===== src/rtl/pipe_pkg.sv =====
// Shared pipeline-control types: stage indices, stall/flush vector and FSM state encoding.
package pipe_pkg;

  localparam int unsigned NStages = 5;
  localparam int unsigned PC      = 0;
  localparam int unsigned IFID    = 1;
  localparam int unsigned IDEX    = 2;
  localparam int unsigned EXMEM   = 3;
  localparam int unsigned MEMWB   = 4;

  typedef logic [NStages-1:0] stage_vec_t;

  // Encoding is {mem_p, ex_p}, so the pending flags read straight off the state.
  typedef enum logic [1:0] {
    StRun      = 2'b00,
    StWaitEx   = 2'b01,
    StWaitMem  = 2'b10,
    StWaitBoth = 2'b11
  } state_e;

  // Stall mask covering the PC and every stage register up to and including 'last'.
  function automatic stage_vec_t stages_upto(int unsigned last);
    stage_vec_t v;
    for (int unsigned i = 0; i < NStages; i++) begin
      v[i] = (i <= last);
    end
    return v;
  endfunction

endpackage


===== src/rtl/hazard_lu.sv =====
// Load-use hazard detect: the ID instruction needs a register a load in EX has not produced yet.
module hazard_lu (
  input  logic       ex_load_ea_i,
  input  logic       ex_wb_ena_i,
  input  logic [4:0] ex_wb_addr_i,
  input  logic [4:0] id_rs_addr_i,
  input  logic [4:0] id_rt_addr_i,
  input  logic       id_rs_read_i,
  input  logic       id_rt_read_i,
  output logic       lu_o
);

  logic rs_hit, rt_hit;

  always_comb begin
    rs_hit = id_rs_read_i && (id_rs_addr_i == ex_wb_addr_i);
    rt_hit = id_rt_read_i && (id_rt_addr_i == ex_wb_addr_i);
    // r0 is hardwired zero, so a load targeting it never creates a dependency.
    lu_o   = ex_load_ea_i && ex_wb_ena_i && (ex_wb_addr_i != 5'd0) && (rs_hit || rt_hit);
  end

endmodule


===== src/rtl/pipe_ctrl.sv =====
// Central stall/flush generation for the five-stage pipeline, with multi-cycle EX/MEM
// wait tracking, a saturating stall-cycle counter and a sticky wait watchdog.
module pipe_ctrl
  import pipe_pkg::*;
#(
  parameter int unsigned TIMEOUT = 1024
) (
  input  logic        clk,
  input  logic        rst,
  input  logic [4:0]  id_rs_addr,
  input  logic [4:0]  id_rt_addr,
  input  logic        id_rs_read,
  input  logic        id_rt_read,
  input  logic        id_branch_taken,
  input  logic        ex_load_ea,
  input  logic        ex_wb_ena,
  input  logic [4:0]  ex_wb_addr,
  input  logic        ex_multi_req,
  input  logic        ex_multi_done,
  input  logic        mem_req,
  input  logic        mem_ack,
  output stage_vec_t  stall,
  output stage_vec_t  flush,
  output logic [31:0] stall_cycles,
  output logic        timeout_err
);

  state_e      state_q, state_d;
  logic [31:0] wait_cnt_q, wait_cnt_d;
  logic [31:0] stall_cycles_q, stall_cycles_d;
  logic        timeout_err_q, timeout_err_d;

  logic ex_p, mem_p, ex_p_d, mem_p_d;
  logic mw, xw, lu;

  hazard_lu u_hazard_lu (
    .ex_load_ea_i (ex_load_ea),
    .ex_wb_ena_i  (ex_wb_ena),
    .ex_wb_addr_i (ex_wb_addr),
    .id_rs_addr_i (id_rs_addr),
    .id_rt_addr_i (id_rt_addr),
    .id_rs_read_i (id_rs_read),
    .id_rt_read_i (id_rt_read),
    .lu_o         (lu)
  );

  // Mealy outputs: a request stalls on the very edge it arrives, a done releases at once.
  always_comb begin
    ex_p  = (state_q == StWaitEx) || (state_q == StWaitBoth);
    mem_p = (state_q == StWaitMem) || (state_q == StWaitBoth);
    mw    = (mem_p || mem_req) && !mem_ack;
    xw    = (ex_p || ex_multi_req) && !ex_multi_done;

    stall = '0;
    flush = '0;
    if (mw) begin
      stall        = stages_upto(EXMEM);
      flush[MEMWB] = 1'b1;
    end else if (xw) begin
      stall        = stages_upto(IDEX);
      flush[EXMEM] = 1'b1;
    end else if (lu) begin
      stall       = stages_upto(IFID);
      flush[IDEX] = 1'b1;
    end else if (id_branch_taken) begin
      // Only reachable with ID unstalled; a held branch re-asserts after the stall.
      flush[IFID] = 1'b1;
    end
  end

  always_comb begin
    ex_p_d  = ex_multi_done ? 1'b0 : (ex_multi_req ? 1'b1 : ex_p);
    mem_p_d = mem_ack ? 1'b0 : (mem_req ? 1'b1 : mem_p);
    state_d = state_e'({mem_p_d, ex_p_d});

    wait_cnt_d = '0;
    if (state_q != StRun) begin
      wait_cnt_d = (wait_cnt_q >= TIMEOUT) ? wait_cnt_q : wait_cnt_q + 32'd1;
    end
    timeout_err_d = timeout_err_q || (wait_cnt_d >= TIMEOUT);

    stall_cycles_d = stall_cycles_q;
    if (stall[PC] && (stall_cycles_q != 32'hFFFF_FFFF)) begin
      stall_cycles_d = stall_cycles_q + 32'd1;
    end
  end

  always_ff @(posedge clk) begin
    if (rst) begin
      state_q        <= StRun;
      wait_cnt_q     <= '0;
      stall_cycles_q <= '0;
      timeout_err_q  <= 1'b0;
    end else begin
      state_q        <= state_d;
      wait_cnt_q     <= wait_cnt_d;
      stall_cycles_q <= stall_cycles_d;
      timeout_err_q  <= timeout_err_d;
    end
  end

  assign stall_cycles = stall_cycles_q;
  assign timeout_err  = timeout_err_q;

endmodule


===== config.mk =====
export PLATFORM = sky130hd
export DESIGN_NAME = pipe_ctrl
export DESIGN_NICKNAME = d
export VERILOG_FILES = /design/src/rtl/pipe_pkg.sv /design/src/rtl/hazard_lu.sv /design/src/rtl/pipe_ctrl.sv
export SDC_FILE = /design/constraint.sdc
export NUM_CORES = 1
export LEC_CHECK = 0
export CAP_MARGIN = 30
export CORE_UTILIZATION = 62
export DETAILED_ROUTE_END_ITERATION = 7
export DONT_BUFFER_PORTS = 1
export PLACE_DENSITY = 0.89
export SKIP_CTS_REPAIR_TIMING = 1
export SLEW_MARGIN = 0
export SYNTH_ARGS = -nofsm -noshare
export SYNTH_HDL_FRONTEND = slang
export SYNTH_SLANG_ARGS = --single-unit

===== constraint.sdc =====
create_clock -name clk -period 2.5 [get_ports clk]
set_input_delay 0.375 -clock clk [delete_from_list [all_inputs] [get_ports clk]]
set_output_delay 0.375 -clock clk [all_outputs]
set_load 0.01 [all_outputs]

# --- Word level (Yosys, flattened, before mapping) ---
# Cells that the tools add are included.
op_classes:
  n_addsub: 2
  magnitude_cmp: 2
  n_eq_ne: 6
  n_reduce_logical: 20
  muxes: 14
ops:
  columns: ["cell", "count"]
  rows:
  - ["$add 32x1->32 const B", 2]
  - ["$ge 32x11->1 const B", 2]
  - ["$mux 32", 2]
  - ["$ne 32x32->1 const B", 1]
  - ["$eq 5x5->1", 2]
  - ["$logic_and 1x1->1", 8]
  - ["$mux 1", 7]
  - ["$logic_or 1x1->1", 6]
  - ["$mux 3", 2]
  - ["$reduce_bool 5->1", 1]
  - ["$eq 2x2->1 const B", 2]
  - ["$mux 2", 2]
  - ["$mux 4", 1]
  - ["$reduce_or 2->1", 2]
  - ["$eq 2x1->1 const B", 1]
  - ["$logic_not 1->1", 2]
  - ["$reduce_bool 2->1", 1]
totals:
  word_cells: 49
  regBits: 67
  out_inout_bits: 43
  input_bits: 26

# --- Logic depth before layout (Yosys ltp) ---
# Gate-level depths: netlist of the first run.
depth:
  ltp_word: 8
  depth_mapped: 9
  ltp_nobuf: 7

# --- Hierarchy ---
# From an unflattened synthesis of the first run, not the netlist that was laid out.
unflattened:
  hier_cells: 358
  hier_area_um2: 3105.5
by_module_without_submodules:
  columns: ["module", "cells_per_inst", "n_inst", "area_each_um2", "seq_area_each_um2"]
  rows:
  - ["pipe_ctrl", 341, 1, 2970.3, 1341.3]
  - ["hazard_lu", 17, 1, 135.1, 0.0]

# --- Worst setup path after synthesis of the first run ---
# OpenSTA, ideal clock, no wires.
synth_timing:
  path_kind: "register -> register"
  start: "register stall_cycles_q[0], in the netlist stall_cycles[0]"
  end: "register stall_cycles_q[1], in the netlist stall_cycles[1]"
  synth_period_minus_slack_ns: 2.264
  arrival_time_ns: 2.136
  path_slack_ns: 0.236
  setup_time_ns: 0.128
  required_ns: 2.372
  path_buffers: 2
  path_stages_with_launch: 10
  cell_sequence: "dfxtp_1 ha_1 nand3_1 or4_1 o32a_1 o21ai_2 buf_6 buf_6 mux2i_1 nor2_1"
synth_via:
  elab_chain_cells: 2
  elab_cells_between_ends: 3
  classes_between: "1 x add/sub; 1 x eq/ne; 1 x reduce/logical"
synth_rtl:
  columns: ["item", "line", "text"]
  rows:
  - ["start: declaration", "pipe_ctrl.sv:30", "logic [31:0] stall_cycles_q, stall_cycles_d;"]
  - ["start signal: assignment", "pipe_ctrl.sv:97", "stall_cycles_q <= stall_cycles_d;"]
  - ["parallel branches: the longest is 2 deep, another holds $add 32x1->32", null, null]
# Parallel ways; which one is timed is not known.
# A chain may end at the register's enable or synchronous reset.

# --- Final worst setup path of the first run ---
layout_timing:
  start: "register stall_cycles_q[0], in the netlist stall_cycles[0]"
  end: "register stall_cycles_q[23], in the netlist stall_cycles[23]"
# The elaborated chain is that of the path after synthesis.

==> run summary, run 1 <==
DRT Pass-1 Iters - 4
Slew @ Worst Pin - 0.928 ns
Largest net degree at the start of global routing - 46
Pins Over Slew Limit - 0
Initial Util - 65.2%
Syn Std Cell Area - 3100 µm²
Overall global routing resource usage - 25.7%
Mapped Cells - 351
Post-Route WL - 6470 µm
Top cell by count, worst path - or4_1
Clock slew at reported path FFs - 0.07 ns
Worst Setup Path Type - flop to flop
CP max stage cell - or4_1
Number of buffers and inverters on the critical path - 1
Synth cell types - 46
Hold Slack - 0.0954 ns
Clk_skew - 0.00729 ns
Layout cells sized above 1 - 7.95%
Final Cycle Share - 91.0%
Sum Neg Setup Slack - 0 ns
Total congestion overflow - 0
Area of the multi-input gates - 1620 µm²
Xor/xnor share of the synthesized area - 5.93%
CTS tree - done
Hold violation total from the final report - 0
Total number of H-tree levels - 3
Outcome - finished clean
Slew HR - 37.9%
Max Clk Rate - 439 MHz
Clock sink count - 67
Max-cap violations - 0
Die X-Extent - 72.7 µm
Insertion delay to the later sink of the worst-skew pair - 0.34 ns
Die Ht - 72.7 µm
Vias per cell - 6.11
DR WL/cell - 15.4 µm
Commonest non-fill, non-tap cell in the layout - dfxtp_1
Critical path required time - 2.72 ns
Synth Area in Compound Gates - 10.8%
Hpwl dp - 4400 µm
Antenna viol nets, final - 0
EDFF count, synth - 0
Clock root cell - clkbuf_8
DR vias - 2559
Nets - 376
Sequential area share after synthesis - 43.2%
Final setup fails - 0
Register area - 1340 µm²
Initial antenna violation count - 0
Arrival time worst endpoint - 2.50 ns
Site row count - 25
Vias in the first global route - 2341
Max Fanout on Critical Path - 34
Die Area - 5290 µm²
Fillers - 380
I/O Buffers - 0
CTS Buf Count - 9
Core Region - 4750 µm²
Mux contribution to synthesized area - 3.23%
Crit-path leading delay family - simple AND/OR/NAND/NOR gates
Endpoint class of the critical path - flop
Area delta synth->final - 6.82%
Tot Pwr - 2.07 mW
GP Congestion - 0.950
ANT cells - 0
CP peak stage delay - 0.55 ns
Drc violations - 0
Worst Hold Depth - 1
Ys Warns - 0
Commonest cells after routing, fill and taps aside - 67 x dfxtp_1, 35 x nor2_1, 28 x nand2_1, 22 x a21oi_1, 22 x and2_1
VDD IR max - 0.000481 V
FF-to-FF path depth - 8
Largest family of logic cells by synthesized area - simple AND/OR/NAND/NOR gates
Simple-gate portion of the synthesized area - 30.6%
Cell Pwr Density - 624 nW/µm²
Post-synthesis adder-cell area fraction - 1.21%
Startpoint Class - flop
Min-delay worst type - input port to flop
RSZ-0062 raised after global routing - false
CTS Buffer Depth - 2
CP cell instances - ha_1, nand3_1, or4_1, o32a_1, o21ai_2, buf_12, or4_1, a21oi_1
Synth Flop Type - dfxtp_1
Crit. path cell count - 8
Async set or reset register ratio after synthesis - 0%
Io pins - 69
First-pass GRT wire length - 10400 µm
P_leak - 1.16 nW
Syn avg cell area - 8.84 µm²
#FFs+latches synth - 67
Crit path time final - 2.28 ns
Starting DRT DRC Count - 110
-- where the power goes --
part           internal, mW  switching (mW)  total, mW
registers              1.07         0.00501       1.08
clock network         0.482           0.394      0.877
logic                0.0418          0.0720      0.114
-- cell type report --
type	instances	area share [%]
clock buffer	11	4.27
clock inverter	5	1.59
inverter	6	0.680
multi-input combinational	258	48.9
sequential	67	40.5
tap	67	2.53
timing repair buffer	5	1.51
-- layer usage --
| layer | track usage, % | routed length (µm) | part of all wire [%] |
|---|---|---|---|
| met5 | 0 | 0 | 0 |
| met3 | 10.6 | 428 | 6.6 |
| met2 | 43.0 | 3140 | 49 |
| met1 | 29.8 | 2780 | 43 |
| met4 | 8.28 | 121 | 1.9 |
-- per-stage QoR --
stage / setup WS (ns) / util [%] / instance area [µm²] / std cells
final: 0.224 / 69.7 / 3310 / 419
after global routing: 0.0624 / 69.7 / 3310 / 419
after CTS: 0.0937 / 69.5 / 3310 / 419
after detailed placement: 0.222 / 65.4 / 3110 / 403
after global placement: 0.227 / 65.4 / 3110 / 403
after floorplan: 0.236 / - / 3110 / 352
-- synthesized netlist by cell type (2+ instances only) --
master    number  area share [%]
nand4_1        8             1.6
or3_1          8             1.6
inv_1          6            0.73
or4_1         13             3.1
a21oi_1       22             3.5
buf_2          3            0.48
and2_1        22             4.4
xnor2_1       12             3.4
dfxtp_1       67              43
nor2b_1        8             1.6
and4_1         5             1.4
nor2_1        35             4.2
o21ai_1        7             1.1
nor3_1         2            0.32
nand2_1       28             3.4
or4b_1         2            0.65
mux2_1         8             2.9
o31ai_1       12             2.9
nand3_1       13             2.1
and3_1         8             1.6
o21bai_1       2            0.48
buf_4          6             1.5
buf_6          3             1.1
ha_1           3             1.2
clkbuf_1       8            0.97
nor4_1        12             2.4
xor2_1         9             2.5
-- state kept, by name (all words and copies together), names as in the netlist --
name	flops
wait_cnt_q	32
state_q	2
stall_cycles	32
timeout_err	1
-- kinds of logic (layout without fill, tap and decap cells) --
family,after synthesis,count (layout)
AND/OR/NAND/NOR,170,170
XOR/XNOR,21,21
AO/OA/AOI/OAI,53,53
flip-flops,67,67
buffers and inverters,27,27
adder cells (fa/ha/maj),3,3
multiplexers,9,9
other,1,2
-- path summary, 6_finish.rpt --
path | startpoint | slack (ns) | end
worst max-delay path | stall_cycles[0] | 0.22 | stall_cycles[23]
worst min-delay path | rst | 0.1 | state_q[0]
worst max register to register | stall_cycles[0] | 0.22 | stall_cycles[23]
worst min register to register | wait_cnt_q[21] | 0.47 | wait_cnt_q[21]
Note: power is estimated with default switching activity, not from simulation.
==> inputs of run 2 (changes only) <==
- CORE_MARGIN: unset -> 2
- PLACE_DENSITY: 0.89 -> 0.78
==> run 2 against run 1 <==
Effect of this change: via count is 2.7% lower; critical path depth stayed put; clock skew hardly changed; critical endpoint is now stall_cycles[15].
==> run summary, run 2 (synthesis gave the netlist of run 1 again) <==
Outcome - finished clean (unchanged)
Area of the multi-input gates - 1610 µm² (was 1620 µm²)
Insertion delay to the later sink of the worst-skew pair - 0.34 ns (about the same)
Commonest cells after routing, fill and taps aside - 67 x dfxtp_1, 35 x nor2_1, 28 x nand2_1, 22 x a21oi_1, 22 x and2_1 (unchanged)
Critical path required time - 2.73 ns (was 2.72 ns)
DR vias - 2489 (was 2559)
CTS Buffer Depth - 2 (unchanged)
Cell Pwr Density - 678 nW/µm² (was 624 nW/µm²)
Placed inst area - 3130 µm² (was 3110 µm²)
Hold_sp - rst (unchanged)
Placed cells - 407 (was 403)
Io pins - 69 (unchanged)
Switch share - 22.2% (was 22.8%)
GP Congestion - 0.809 (was 0.950)
Antenna viol nets, final - 0 (unchanged)
DR WL/cell - 15.0 µm (was 15.4 µm)
First-pass GRT wire length - 10500 µm (was 10400 µm)
Int Pwr - 1.79 mW (was 1.60 mW)
Number of buffers and inverters on the critical path - 1 (unchanged)
ANT cells - 0 (unchanged)
Design Area, Final - 3380 µm² (was 3310 µm²)
Clk_skew - 0.00701 ns (was 0.00729 ns)
CP cell instances - ha_1, nand3_1, or4_1, o32a_1, o21ai_2, buf_4, or4_1, a21oi_1 (was ha_1, nand3_1, or4_1, o32a_1, o21ai_2, buf_12, or4_1, a21oi_1)
CTS Buf Count - 9 (unchanged)
CP max stage cell - or4_1 (unchanged)
Worst min-delay path endpoint - stall_cycles[23] (was state_q[0])
DRT Pass-1 Iters - 4 (unchanged)
Commonest non-fill, non-tap cell in the layout - dfxtp_1 (unchanged)
Top cell by count, worst path - or4_1 (unchanged)
Clock sink count - 67 (unchanged)
Clock group share of total power - 48.0% (was 42.4%)
Overall global routing resource usage - 24.4% (was 25.7%)
I/O Buffers - 0 (unchanged)
Total congestion overflow - 0 (unchanged)
Total number of H-tree levels - 3 (unchanged)
Fillers - 384 (was 380)
Reg power frac - 47.0% (was 52.1%)
Die X-Extent - 74.7 µm (was 72.7 µm)
Crit-path leading delay family - simple AND/OR/NAND/NOR gates (unchanged)
Max Fanout on Critical Path - 14 (was 34)
RSZ-0062 raised after global routing - false (unchanged)
Initial antenna violation count - 0 (unchanged)
Pins Over Slew Limit - 0 (unchanged)
Final Cycle Share - 93.0% (was 91.0%)
RR Endpoint - stall_cycles[15] (was stall_cycles[23])
Final setup fails - 0 (unchanged)
Crit path time final - 2.32 ns (was 2.28 ns)
Hold violation total from the final report - 0 (unchanged)
Arrival time worst endpoint - 2.55 ns (was 2.50 ns)
Max Clk Rate - 430 MHz (was 439 MHz)
Max-cap violations - 0 (unchanged)
Die Ht - 74.7 µm (was 72.7 µm)
Site row count - 25 (unchanged)
Worst Setup Path Type - flop to flop (unchanged)
CP peak stage delay - 0.54 ns (was 0.55 ns)
Slew HR - 37.6% (was 37.9%)
Endpoint class of the critical path - flop (unchanged)
Worst reg2reg path startpoint - stall_cycles[1] (was stall_cycles[0])
Vias in the first global route - 2354 (was 2341)
Largest net degree at the start of global routing - 46 (unchanged)
Starting DRT DRC Count - 112 (was 110)
Clock root cell - clkbuf_8 (unchanged)
Sum Neg Setup Slack - 0 ns (unchanged)
Area delta synth->final - 9.00% (was 6.82%)
Nets - 380 (was 376)
VDD IR max - 0.000339 V (was 0.000481 V)
Core Region - 4790 µm² (was 4750 µm²)
Final non-filler cell total - 423 (was 419)
Final WS setup - 0.175 ns (was 0.224 ns)
Layout cells sized above 1 - 9.27% (was 7.95%)
Min-delay worst type - input port to flop (unchanged)
Post-Route WL - 6360 µm (was 6470 µm)
Dpl ws - 0.166 ns (was 0.222 ns)
Reg-to-reg slack, setup - 0.18 ns (was 0.22 ns)
Vias per cell - 5.88 (was 6.11)
Startpoint Class - flop (unchanged)
P_leak - 1.19 nW (was 1.16 nW)
Register area - 1340 µm² (unchanged)
Slew @ Worst Pin - 0.933 ns (was 0.928 ns)
Drc violations - 0 (unchanged)
Comb pwr share - 5.0% (was 5.5%)
Hpwl dp - 4420 µm (was 4400 µm)
Sw Pwr - 0.508 mW (was 0.471 mW)
Worst Hold Depth - 1 (unchanged)
Clock slew at reported path FFs - 0.07 ns (about the same)
Die Area - 5580 µm² (was 5290 µm²)
FF-to-FF path depth - 8 (unchanged)
Initial Util - 64.8% (was 65.2%)
CTS tree - done (unchanged)
[run 2: layer usage]
metal  vias to the layer above  GRT usage (%)  wire length, µm
met5                         -              0                0
met4                         0           11.9               77
met3                         9           6.83              327
met2                        48           39.9             3040
met1                      1185           29.7             2910
li1                       1247              -                -
[run 2: layout make-up]
type / count / area share (%)
Timing Repair Buffer: 9 / 2.11
Sequential cell: 67 / 39.7
Tap cell: 67 / 2.48
Clock inverter: 7 / 3.66
Clock buffer: 9 / 3.66
Multi-Input combinational cell: 258 / 47.7
Inverter: 6 / 0.666
[run 2: power by group through the flow]
| stage | clock network [mW] | registers [mW] | logic [mW] |
|---|---|---|---|
| 2_1_floorplan | 0 | 1.11 | 0.107 |
| 3_3_place_gp | 0 | 1.10 | 0.109 |
| 3_5_place_dp | 0 | 1.10 | 0.112 |
| 4_1_cts | 1.12 | 1.08 | 0.113 |
| 5_1_grt | 1.16 | 1.08 | 0.127 |
| 6_report | 1.10 | 1.08 | 0.114 |
[run 2: worst max-delay path by stage]
stage                         start          endpoint  slack, ns  cells past startpoint
floorplan           stall_cycles[0]   stall_cycles[1]       0.24                      9
global placement    stall_cycles[0]  stall_cycles[23]       0.26                      8
detailed placement  stall_cycles[1]  stall_cycles[27]       0.17                      8
CTS                 stall_cycles[1]  stall_cycles[27]       0.14                      8
global route        stall_cycles[0]   stall_cycles[9]      0.003                      8
finish              stall_cycles[1]  stall_cycles[15]       0.18                      8
[run 2: through the flow]
stage / utilization, % / hold WS [ns] / power (mW)
2_1_floorplan: - / 0.430 / 1.21
3_5_place_dp: 65.4 / 0.445 / 1.22
6_report: 70.6 / 0.0887 / 2.29
4_1_cts: 70.6 / 0.0816 / 2.31
5_1_grt: 70.6 / 0.0789 / 2.37
3_3_place_gp: 65.4 / 0.443 / 1.21
==> inputs of run 3 (changes only) <==
- ABC_AREA: unset -> 1
- CORE_UTILIZATION: 62 -> 63
- PLACE_DENSITY: 0.78 -> 0.79
- SETUP_SLACK_MARGIN: unset -> 0.15
==> run 3 against run 2 <==
Effect of this change: critical path depth down 3; cell area up 16%; non-clock buffer count stayed put; highest routed layer unchanged; area after synthesis increased by 19%; synthesized cell count grew 64%; largest power group is now registers; power shrank 7.7%; worst hold slack worse by 0.0065 ns; core utilization fell by 0.11 points; sequential power about the same; routed wire length is 41% higher; register-to-register slack gained 0.33 ns; sequential cell count stayed put.
==> run summary, run 3 <==
Outcome - finished clean (unchanged)
Final setup fails - 0 (unchanged)
Async set or reset register ratio after synthesis - 0% (unchanged)
Sw Pwr - 0.520 mW (was 0.508 mW)
Overall global routing resource usage - 30.0% (was 24.4%)
Sum Neg Setup Slack - 0 ns (unchanged)
DRT Pass-1 Iters - 6 (was 4)
CTS Buffer Depth - 2 (unchanged)
Antenna viol nets, final - 0 (unchanged)
Slew HR - 57.3% (was 37.6%)
Hold violation total from the final report - 0 (unchanged)
VDD IR max - 0.000425 V (was 0.000339 V)
Final non-filler cell total - 650 (was 423)
I/O Buffers - 0 (unchanged)
Total number of H-tree levels - 3 (unchanged)
Drc violations - 0 (unchanged)
Area delta synth->final - 6.33% (was 9.00%)
Insertion delay to the later sink of the worst-skew pair - 0.35 ns (was 0.34 ns)
Endpoint class of the critical path - output port (was flop)
Int Pwr - 1.60 mW (was 1.79 mW)
P_leak - 1.51 nW (was 1.19 nW)
Starting DRT DRC Count - 221 (was 112)
Die Ht - 80.6 µm (was 74.7 µm)
Min-delay worst type - input port to flop (unchanged)
Total congestion overflow - 0 (unchanged)
Final Cycle Share - 87.8% (was 93.0%)
Die Area - 6500 µm² (was 5580 µm²)
Post-Route WL - 8990 µm (was 6360 µm)
Sequential area share after synthesis - 36.3% (was 43.2%)
#FFs+latches synth - 67 (unchanged)
CTS tree - done (unchanged)
Commonest non-fill, non-tap cell in the layout - nand2_1 (was dfxtp_1)
Ys Warns - 0 (unchanged)
Vias per cell - 5.47 (was 5.88)
Commonest cells after routing, fill and taps aside - 149 x nand2_1, 104 x nor2_1, 67 x dfxtp_1, 63 x inv_1, 48 x nand3_1 (was 67 x dfxtp_1, 35 x nor2_1, 28 x nand2_1, 22 x a21oi_1, 22 x and2_1)
Die X-Extent - 80.6 µm (was 74.7 µm)
Layout cells sized above 1 - 5.19% (was 9.27%)
DR WL/cell - 13.8 µm (was 15.0 µm)
Final WS setup - 0.305 ns (was 0.175 ns)
Syn Std Cell Area - 3700 µm² (was 3100 µm²)
Largest net degree at the start of global routing - 39 (was 46)
Reg power frac - 50.9% (was 47.0%)
Vias in the first global route - 3323 (was 2354)
DR vias - 3554 (was 2489)
Dpl ws - 0.506 ns (was 0.166 ns)
Reg-to-reg slack, setup - 0.51 ns (was 0.18 ns)
Top post-synthesis cells by area - dfxtp_1 36%, nand2_1 15%, nor2_1 11%, nand3_1 6.5%, inv_1 6.4% (was dfxtp_1 43%, and2_1 4.4%, nor2_1 4.2%, a21oi_1 3.5%, nand2_1 3.4%)
Slew @ Worst Pin - 0.636 ns (was 0.933 ns)
Syn avg cell area - 6.43 µm² (was 8.84 µm²)
Placed inst area - 3730 µm² (was 3130 µm²)
Commonest cells in the netlist - 149 x nand2_1, 104 x nor2_1, 67 x dfxtp_1 (was 67 x dfxtp_1, 35 x nor2_1, 28 x nand2_1)
Mapped Cells - 575 (was 351)
Initial antenna violation count - 0 (unchanged)
Comb pwr share - 5.7% (was 5.0%)
Synth cell types - 29 (was 46)
Max Clk Rate - 456 MHz (was 430 MHz)
Max Fanout on Critical Path - 11 (was 14)
RSZ-0062 raised after global routing - false (unchanged)
Clock slew at reported path FFs - 0.07 ns (about the same)
Top-count cell post-synth - nand2_1 (was dfxtp_1)
Initial Util - 66.3% (was 64.8%)
Clock group share of total power - 43.4% (was 48.0%)
First-pass GRT wire length - 14900 µm (was 10500 µm)
Synth Flop Type - dfxtp_1 (unchanged)
Synth area leader - dfxtp_1 (unchanged)
Clock root cell - clkbuf_8 (unchanged)
Pins Over Slew Limit - 0 (unchanged)
GP Congestion - 0.974 (was 0.809)
Fillers - 471 (was 384)
EDFF count, synth - 0 (unchanged)
Crit path time final - 2.19 ns (was 2.32 ns)
Switch share - 24.6% (was 22.2%)
Clk_skew - 0.00686 ns (was 0.00701 ns)
Worst Setup Path Type - flop to output port (was flop to flop)
Startpoint Class - flop (unchanged)
Area share of the leading cell type in the synthesized netlist - 36.3% (was 43.2%)
Critical path required time - 2.12 ns (was 2.73 ns)
Design Area, Final - 3930 µm² (was 3380 µm²)
Cell Pwr Density - 538 nW/µm² (was 678 nW/µm²)
Nets - 602 (was 380)
Hpwl dp - 6730 µm (was 4420 µm)
Arrival time worst endpoint - 1.82 ns (was 2.55 ns)
ANT cells - 0 (unchanged)
Core Region - 5570 µm² (was 4790 µm²)
Io pins - 69 (unchanged)
Site row count - 27 (was 25)
CTS Buf Count - 9 (unchanged)
Placed cells - 634 (was 407)
Clock sink count - 67 (unchanged)
Max-cap violations - 0 (unchanged)
## run 3: changes by cell type after synthesis, moves of 11 or more
cell,delta
a21oi_1,+15
and2_1,-22
inv_1,+57
nand2_1,+121
nand3_1,+35
nor2_1,+69
nor4_1,-11
o21ai_0,+11
o31ai_1,-12
or4_1,-13
xor2_1,+11
## run 3: metrics by stage
step / hold WS (ns) / util [%] / total power, mW
floorplan: 0.418 / - / 1.21
global placement: 0.427 / 66.9 / 1.22
detailed placement: 0.428 / 66.9 / 1.22
CTS: 0.0754 / 70.5 / 2.13
global route: 0.0798 / 70.5 / 2.18
finish: 0.0822 / 70.5 / 2.12
## run 3: worst paths after layout
kind                 endpoint  cells past startpoint       startpoint
max                  stall[0]                      5       state_q[1]
min          stall_cycles[23]                      1              rst
max reg2reg  stall_cycles[30]                      9  stall_cycles[0]
min reg2reg    wait_cnt_q[24]                      2   wait_cnt_q[24]
## run 3: layer usage
metal / GRT usage, % / vias to the layer above / part of all wire, %
li1: - / 1809 / -
met1: 33.4 / 1620 / 41
met4: 15.3 / 0 / 2.6
met3: 6.07 / 22 / 5.2
met2: 53.6 / 103 / 51
met5: 0 / - / 0
## run 3: critical path, cell delays in order, from the launching register on
cell,delay (ns)
dfxtp_1,0.35
nor2_1,0.07
nor2_1,0.39
nor2_1,0.13
nand2_1,0.27
buf_4,0.27
## run 3: layout make-up
cell class,count,area [µm²],area share [%]
clock buffers,10,138,3.50
clock inverters,6,65.1,1.65
flip-flops and latches,67,1340,34.1
well taps,72,90.1,2.29
repair buffers,9,67.6,1.72
inverters,63,236,6.02
multi-input cells,423,1990,50.7
## run 3: cell families after synthesis
kind of cell	Yosys count	synth area share (%)
buffers and inverters	86	9.92
other	1	0.101
DFF	67	36.3
xor gates and xnor gates	23	5.45
and+or+nand+nor	340	39.3
adders and majority gates	3	1.02
AOI/OAI and AO/OA	55	7.92
## run 3: power by group through the flow
stage / Clock, mW / Combinational [mW] / Sequential, mW
floorplan: 0 / 0.107 / 1.11
global placement: 0 / 0.117 / 1.10
detailed placement: 0 / 0.120 / 1.10
CTS: 0.930 / 0.120 / 1.08
global route: 0.966 / 0.136 / 1.08
finish: 0.918 / 0.120 / 1.08
